File: config.mk
export PLATFORM = sky130hd
export DESIGN_NAME = l2_request_arbiter
export DESIGN_NICKNAME = d
export VERILOG_FILES = /design/src/rtl/l2_config_and_types_pkg.sv /design/src/rtl/l2_rr_priority_select.sv /design/src/rtl/l2_request_arbiter.sv
export SDC_FILE = /design/constraint.sdc
export NUM_CORES = 1
export LEC_CHECK = 0
export ABC_AREA = 1
export CORE_AREA = 2 2 101 103
export DETAILED_ROUTE_END_ITERATION = 8
export DIE_AREA = 0 0 103 105
export PLACE_DENSITY_LB_ADDON = 0.12
export SYNTH_ARGS = -nofsm -noshare
export SYNTH_HDL_FRONTEND = slang
export SYNTH_SLANG_ARGS = --single-unit
File: constraint.sdc
create_clock -name clk -period 4.9 [get_ports clk]
set_input_delay 0.735 -clock clk [delete_from_list [all_inputs] [get_ports clk]]
set_output_delay 0.735 -clock clk [all_outputs]
set_load 0.05 [all_outputs]
File: src/rtl/l2_config_and_types_pkg.sv
// Shared L2 front-end types: per-port requests, the merged memory request,
// data-attribute FIFO entries and the arbiter state encoding.
package l2_config_and_types;

  localparam int L2_NUM_PORTS  = 2;
  localparam int L2_MAX_PORT_W = 3;
  localparam int L2_SUB_ID_W   = 2;
  localparam int L2_ID_W       = L2_MAX_PORT_W + L2_SUB_ID_W;
  localparam int L2_ADDR_W     = 32;
  localparam int L2_DATA_W     = 32;
  localparam int L2_BE_W       = 4;
  localparam int L2_BURST_W    = 5;
  localparam int L2_COUNT_W    = L2_BURST_W + 1;

  typedef struct packed {
    logic [L2_ADDR_W-1:0]   addr;
    logic [L2_BE_W-1:0]     be;
    logic                   rnw;
    logic                   is_amo;
    logic [L2_BURST_W-1:0]  amo_type_or_burst_size;
    logic [L2_SUB_ID_W-1:0] sub_id;
  } l2_request_t;

  typedef struct packed {
    logic [L2_ADDR_W-1:0]  addr;
    logic [L2_BE_W-1:0]    be;
    logic                  rnw;
    logic                  is_amo;
    logic [L2_BURST_W-1:0] amo_type_or_burst_size;
    logic [L2_ID_W-1:0]    id;
  } l2_mem_request_t;

  typedef struct packed {
    logic [L2_MAX_PORT_W-1:0] id;
    logic [L2_BURST_W-1:0]    burst_size;
    logic                     abort;
  } l2_data_attributes_t;

  typedef enum logic {
    ARB   = 1'b0,
    WDATA = 1'b1
  } l2_arb_state_t;

  // AMOs reuse the burst field for the operation code and always carry one word.
  function automatic logic [L2_BURST_W-1:0] burst_of(input l2_request_t r);
    return r.is_amo ? '0 : r.amo_type_or_burst_size;
  endfunction

endpackage

File: src/rtl/l2_rr_priority_select.sv
// Round-robin priority search: first set request at or above ptr, wrapping.
module l2_rr_priority_select #(
  parameter int N = 2,
  localparam int W = (N > 1) ? $clog2(N) : 1
) (
  input  logic [N-1:0] req_vec,
  input  logic [W-1:0] ptr,
  output logic [N-1:0] grant,
  output logic [W-1:0] grant_idx,
  output logic         any_valid
);

  // N is a power of two, so the W-bit sum wraps exactly modulo N.
  always_comb begin
    logic [W-1:0] idx;
    grant     = '0;
    grant_idx = '0;
    any_valid = 1'b0;
    idx       = '0;
    for (int i = 0; i < N; i++) begin
      idx = ptr + W'(i);
      if (!any_valid && req_vec[idx]) begin
        grant[idx] = 1'b1;
        grant_idx  = idx;
        any_valid  = 1'b1;
      end
    end
  end

endmodule

File: src/rtl/l2_request_arbiter.sv
// Round-robin arbiter merging per-port L2 requests into one registered memory
// request, then forwarding the owning port's write data for write bursts.
module l2_request_arbiter
  import l2_config_and_types::*;
#(
  parameter int NUM_PORTS = L2_NUM_PORTS
) (
  input  logic                                clk,
  input  logic                                rst_n,
  input  logic [NUM_PORTS-1:0]                req_valid,
  input  l2_request_t [NUM_PORTS-1:0]         req,
  output logic [NUM_PORTS-1:0]                req_ready,
  input  logic [NUM_PORTS-1:0]                wr_valid,
  input  logic [NUM_PORTS-1:0][L2_DATA_W-1:0] wr_data,
  output logic [NUM_PORTS-1:0]                wr_ready,
  output logic                                mem_req_valid,
  output l2_mem_request_t                     mem_req,
  input  logic                                mem_req_ready,
  output logic                                mem_wr_valid,
  output logic [L2_DATA_W-1:0]                mem_wr_data,
  input  logic                                mem_wr_ready,
  output logic                                attr_push,
  output l2_data_attributes_t                 attr
);

  localparam int PTR_W = $clog2(NUM_PORTS);

  l2_arb_state_t          state, state_next;
  logic [PTR_W-1:0]       ptr;
  logic [PTR_W-1:0]       owner;
  logic [L2_COUNT_W-1:0]  word_count;
  logic [NUM_PORTS-1:0]   grant_oh;
  logic [PTR_W-1:0]       grant_idx;
  logic                   any_valid;
  l2_request_t            grant_req;
  logic [L2_BURST_W-1:0]  grant_burst;
  logic                   accept_ok;
  logic                   req_xfer;
  logic                   wr_xfer;

  l2_rr_priority_select #(.N(NUM_PORTS)) u_rr (
    .req_vec   (req_valid),
    .ptr       (ptr),
    .grant     (grant_oh),
    .grant_idx (grant_idx),
    .any_valid (any_valid)
  );

  assign grant_req   = req[grant_idx];
  assign grant_burst = burst_of(grant_req);
  assign accept_ok   = !mem_req_valid || mem_req_ready;
  assign req_xfer    = rst_n && (state == ARB) && any_valid && accept_ok;
  assign wr_xfer     = mem_wr_valid && mem_wr_ready;

  always_ff @(posedge clk) begin
    if (!rst_n) begin
      state         <= ARB;
      ptr           <= '0;
      owner         <= '0;
      word_count    <= '0;
      mem_req_valid <= 1'b0;
      mem_req       <= '0;
    end else begin
      state <= state_next;
      // A fresh transfer overrides the consume, so back-to-back requests leave no bubble.
      if (req_xfer) begin
        mem_req_valid                  <= 1'b1;
        mem_req.addr                   <= grant_req.addr;
        mem_req.be                     <= grant_req.be;
        mem_req.rnw                    <= grant_req.rnw;
        mem_req.is_amo                 <= grant_req.is_amo;
        mem_req.amo_type_or_burst_size <= grant_req.amo_type_or_burst_size;
        mem_req.id                     <= L2_ID_W'({grant_idx, grant_req.sub_id});
        ptr                            <= grant_idx + PTR_W'(1);
      end else if (mem_req_ready) begin
        mem_req_valid <= 1'b0;
      end
      if (req_xfer && !grant_req.rnw) begin
        owner      <= grant_idx;
        word_count <= {1'b0, grant_burst} + L2_COUNT_W'(1);
      end else if (wr_xfer) begin
        word_count <= word_count - L2_COUNT_W'(1);
      end
    end
  end

  always_comb begin
    state_next = state;
    case (state)
      ARB:     if (req_xfer && !grant_req.rnw) state_next = WDATA;
      WDATA:   if (wr_xfer && word_count == L2_COUNT_W'(1)) state_next = ARB;
      default: state_next = ARB;
    endcase
  end

  always_comb begin
    req_ready    = '0;
    wr_ready     = '0;
    mem_wr_valid = 1'b0;
    mem_wr_data  = '0;
    attr_push    = 1'b0;
    attr.id         = L2_MAX_PORT_W'(grant_idx);
    attr.burst_size = grant_burst;
    attr.abort      = 1'b0;
    if (rst_n && state == ARB && accept_ok) begin
      req_ready = grant_oh;
      attr_push = req_xfer && !grant_req.rnw;
    end
    if (rst_n && state == WDATA) begin
      mem_wr_valid    = wr_valid[owner];
      mem_wr_data     = wr_data[owner];
      wr_ready[owner] = mem_wr_ready;
    end
  end

endmodule

# == Word-level counts from Yosys, hierarchy flattened ==
# Index checks and enable logic that the tools add are counted.
# word_totals
register_bits,56
inputBits,162
out_inout_bits,96
word_cells,79
# classes
addsub,4
n_lt_le_gt_ge,7
n_eq_ne,1
muxes,35
bitwise,3
reduce_logical,18
# op_table
op,n
$mux W32,3
$mux W45,2
$mux W1,19
$logic_and A1 B1 Y1,12
$mux W6,2
$lt A1 B2 Y1 const B,4
$mux W2,4
$add A5 B1 Y6 const B,1
$eq A6 B1 Y1 const B,1
$sub A6 B1 Y6 const B,1
$mux W5,1
$reduce_bool A2 Y1,2
$demux W1 S1,3
$ge A1 B1 Y1 const B,3
$logic_not A1 Y1,3
$add A1 B1 Y1 const B,2
$and A2 B2 Y2,1
$or A2 B2 Y2,1
$pmux W1 S2,1
$logic_or A1 B1 Y1,1
$not A1 Y1,1

# == Depth between registers and ports, before layout ==
# depth
word_depth,12
ltp_mapped,16
ltp_nobuf,15

# == Cells and area by module ==
# A second synthesis with hierarchy kept.
# hier_totals
cells_unflattened,510
area_unflattened_um2,3210.6
# modules_own_cells
module,instances,cells_each,area_per_inst_um2,seq_area_each_um2
l2_request_arbiter,1,496,3155.5,1121.1
l2_rr_priority_select,1,14,55.1,0.0

# == Worst setup path after synthesis ==
# No wires, ideal clock.
# synth_timing
path_kind,input to output
from,input port rst_n
to,output port wr_ready[0]
arrival_time_ns,2.034
t_required_ns,4.165
path_slack_ns,2.131
path_stages,3
n_path_buf,1
path_cell_list,buf_4 -> nand2_2 -> nor3_1
# synth_between
elab_chain_cells,2
# synth_rtl
element,line,rtl
start: declaration,l2_request_arbiter.sv:9,"input logic rst_n,"
$logic_and A1 B1 Y1,l2_request_arbiter.sv:109,if (rst_n && state == WDATA) begin
$mux W2,l2_request_arbiter.sv:109,
end: declaration,l2_request_arbiter.sv:15,"output logic [NUM_PORTS-1:0] wr_ready,"
# Every way passes these cells.

# == Final worst setup path ==
# layout_timing
from,input port req_valid[1]
to,output port req_ready[1]
# layout_between
elab_chain_cells,7
word_cells_on_any_way,11
classes_between,mux: 8; bitwise: 1; reduce/logical: 2
# layout_rtl
element,line,rtl
start: declaration,l2_request_arbiter.sv:10,"input logic [NUM_PORTS-1:0] req_valid,"
$mux W1 (not written as such) (2 in a row),l2_rr_priority_select.sv:22,if (!any_valid && req_vec[idx]) begin
$mux W1,l2_rr_priority_select.sv:22,
$logic_not A1 Y1,l2_rr_priority_select.sv:22,
$logic_and A1 B1 Y1,l2_rr_priority_select.sv:22,
$mux W2 (*),l2_rr_priority_select.sv:22,
$mux W2 (*),l2_request_arbiter.sv:105,if (rst_n && state == ARB && accept_ok) begin
end: declaration,l2_request_arbiter.sv:12,"output logic [NUM_PORTS-1:0] req_ready,"
# Every way passes the cells marked *; elsewhere a longest branch is shown, timed or not. The select of a mux whose other input is x is not followed.

==> metrics <==
PD cells=roughly 270 mW/mm^2; GRT met2 Usage=0.392; Tcrit/Tclk final=0.825; grt peak-use layer=met2; final non-filler cell total=between 800 and 900; Synth Area per Inst=between 6 and 7 sq um; ys flop type=dfxtp_1; Worst Hold Class=reg -> reg; final hold slack=around 0.47 ns; flop2flop setup slack=2.64 ns; Synth Area in XOR/XNOR=0.0110; Core Util, Final=0.600; mux cell area share after synthesis=0; Worst setup SP type=input port; Pleak=2.38 nW; Die Span Y=between 100 and 150 um; die area=~0.011 sq mm; Async S/R FF share, synth=0; Adder-Cell Fraction of Synth Area=0.0117; Worst Max-Slew Pin Slew=0.812 ns; Fillers=around 900; GRT Total Usage=0.219; critical path class=in -> out; wire length per cell=14.8 um; global-route wire length before repair=18.9 mm; synthesis-to-layout area growth=80.9%; Routed WL=12.7 mm; endpoints failing hold=0; Peak Freq=roughly 250 MHz; DR vias/cell=4.77; I/O Buffers=~250; RSZ-0062 raised after global routing=no; status=completed; layout cells sized above 1=0.101; H-tree depth=2; vias in the first global route=between 3000 and 4000; Final Wtd Congestion=about 0.8; Simple-Gate Fraction of Synth Area=0.301; IO Pins=~260; Syn Inst Count=491; Setup crit start=req_valid[1]; Root Driver=clkbuf_8; Yosys top cell area share=0.351; top-count cell post-synth=nand2_1; Post-CTS Resized=0; Ys Warns=0; Synth area leader=dfxtp_1; CTS Buffer Depth=2; RR Startpoint=ptr; Starting Density=0.332; hpwl dp=9.88 mm; synth top area cells=dfxtp_1 (35%), nand2_1 (22%), a31oi_1 (7.6%), a21oi_1 (7.5%), o21ai_0 (5.3%); Commonest cells post-synth=nand2_1 (185), dfxtp_1 (56), a21oi_1 (48); CTS tree=done; cell total after placement=846; Yosys reg bits=between 50 and 60; DRC errors left=0; CP arrival=roughly 3.3 ns; core area=0.00964 sq mm; count of pins over their slew limit=0; fin crit period=slightly above 4 ns; endpoints failing setup=0; post-synthesis sequential area ratio=0.351; capturing point of the worst reg2reg path=word_count[2]; Worst Skew=around 0.0095 ns; Worst Reg-to-Reg Cells=10; die width=approximately 100 um; clock sink count=56; combinational family with the most area after synthesis=simple AND/OR/NAND/NOR gates; Slew headroom=0.457; met1 usage=0.239; row cnt=36; drt pass-1 iters=6; met3 usage=0.0749; initial detailed-routing violation count=between 150 and 200; total power draw=1.59 mW; max_cap viols=0; routed vias=between 4000 and 5000; maximum vdd drop=0.155 mV; CTS buffer count=5; # hold bufs at CTS=0; grt total ovfl=0; Worst setup EP type=output pin; Post-CTS Setup Bufs=0; critical path data required time=4.16 ns; compound-gate portion of the synthesized area=0.228; number of enable flip-flop cells after synthesis=0; critical-path maximum fanout=42; Clock transition at path regs=0.10 ns; CP Capture Point=req_ready[1]; synthesized area=roughly 0.0032 sq mm; initial antenna violation count=1; clk_lat worst skew=~0.31 ns; fin nets=between 800 and 900; pin count of the biggest net entering global routing=44; final setup TNS=0 ns; number of routed nets with antenna violations=0; Synth cell types=29
metal layers:
metal	wire, um	part of all wire
met2	6170	0.49
met4	297	0.023
met5	0	0
met1	4790	0.38
met3	1410	0.11
worst max-delay path, stage by stage:
cell	delay [ns]
clkdlybuf4s50_1	0.53
nand2_2	0.14
nand2_4	0.40
inv_2	0.27
nor2_2	0.35
clkdlybuf4s50_1	0.88
report_power, final:
| part | total [mW] | switching, mW | internal, mW | leakage, nW |
|---|---|---|---|---|
| clock | 0.315 | 0.159 | 0.155 | 0.0600 |
| sequential | 0.534 | 0.0298 | 0.505 | 0.461 |
| combinational | 0.739 | 0.450 | 0.289 | 1.86 |
| total | 1.59 | 0.639 | 0.948 | 2.38 |
layout by cell type, fill, tap and decap left out:
cell and n:
nor2_1 11, nor2_4 3, diode_2 1, xnor2_1 3, o21ai_0 34, a21oi_1 48, ha_1 3, nand2_4 1
inv_2 5, buf_12 3, nand3b_1 3, conb_1 5, buf_4 38, nand3_1 11, a21oi_2 1, nor3_1 2
nand2_1 185, nor2_2 4, inv_4 2, nand3_4 1, nand2_2 7, bufinv_16 1, clkbuf_8 5, inv_8 1
a31oi_1 39, dfxtp_1 56, clkdlybuf4s50_1 215, xor2_1 1, inv_1 18, nor4_1 1, o21ai_1 13, clkinv_2 1
layout make-up:
type	instances	area, sq um	area share
Antenna cell	1	2.50	0.000433
Multi-Input combinational cell	376	1780	0.308
Clock inverter	3	46.3	0.00801
Timing Repair Buffer	256	2500	0.432
Inverter	25	98.8	0.0171
Tap cell	133	166	0.0288
Clock buffer	5	68.8	0.0119
Sequential cell	56	1120	0.194
state kept, by name, indices dropped and copies added, names as in the netlist:
register       count
mem_req           46
word_count         6
mem_req_valid      1
owner              1
ptr                1
state              1
how the worst min path moves through the flow:
stage	cells after the start	slack [ns]	endpoint	startpoint
5_1_grt	2	0.51	mem_req[2]	mem_req[2]
4_1_cts	2	0.48	mem_req[2]	mem_req[2]
3_5_place_dp	2	0.46	mem_req[2]	mem_req[2]
6_report	2	0.47	mem_req[2]	mem_req[2]
3_3_place_gp	2	0.46	mem_req[2]	mem_req[2]
2_1_floorplan	2	0.46	word_count[1]	word_count[1]
cell families (layout without fill, tap and decap cells):
logic type,after synthesis,after routing
AND/OR/NAND/NOR,229,229
AO/OA/AOI/OAI,135,135
buffers and inverters,63,289
flip-flops,56,56
XOR/XNOR,4,4
adder cells (fa/ha/maj),3,3
other,1,6
per-stage QoR:
step	area [sq um]	worst slack, ns
3_5_place_dp	5660	0.840
4_1_cts	5780	0.828
5_1_grt	5780	0.696
3_3_place_gp	5660	0.885
2_1_floorplan	3210	2.13
6_report	5780	0.856
Note: power is estimated with default switching activity, not from simulation.
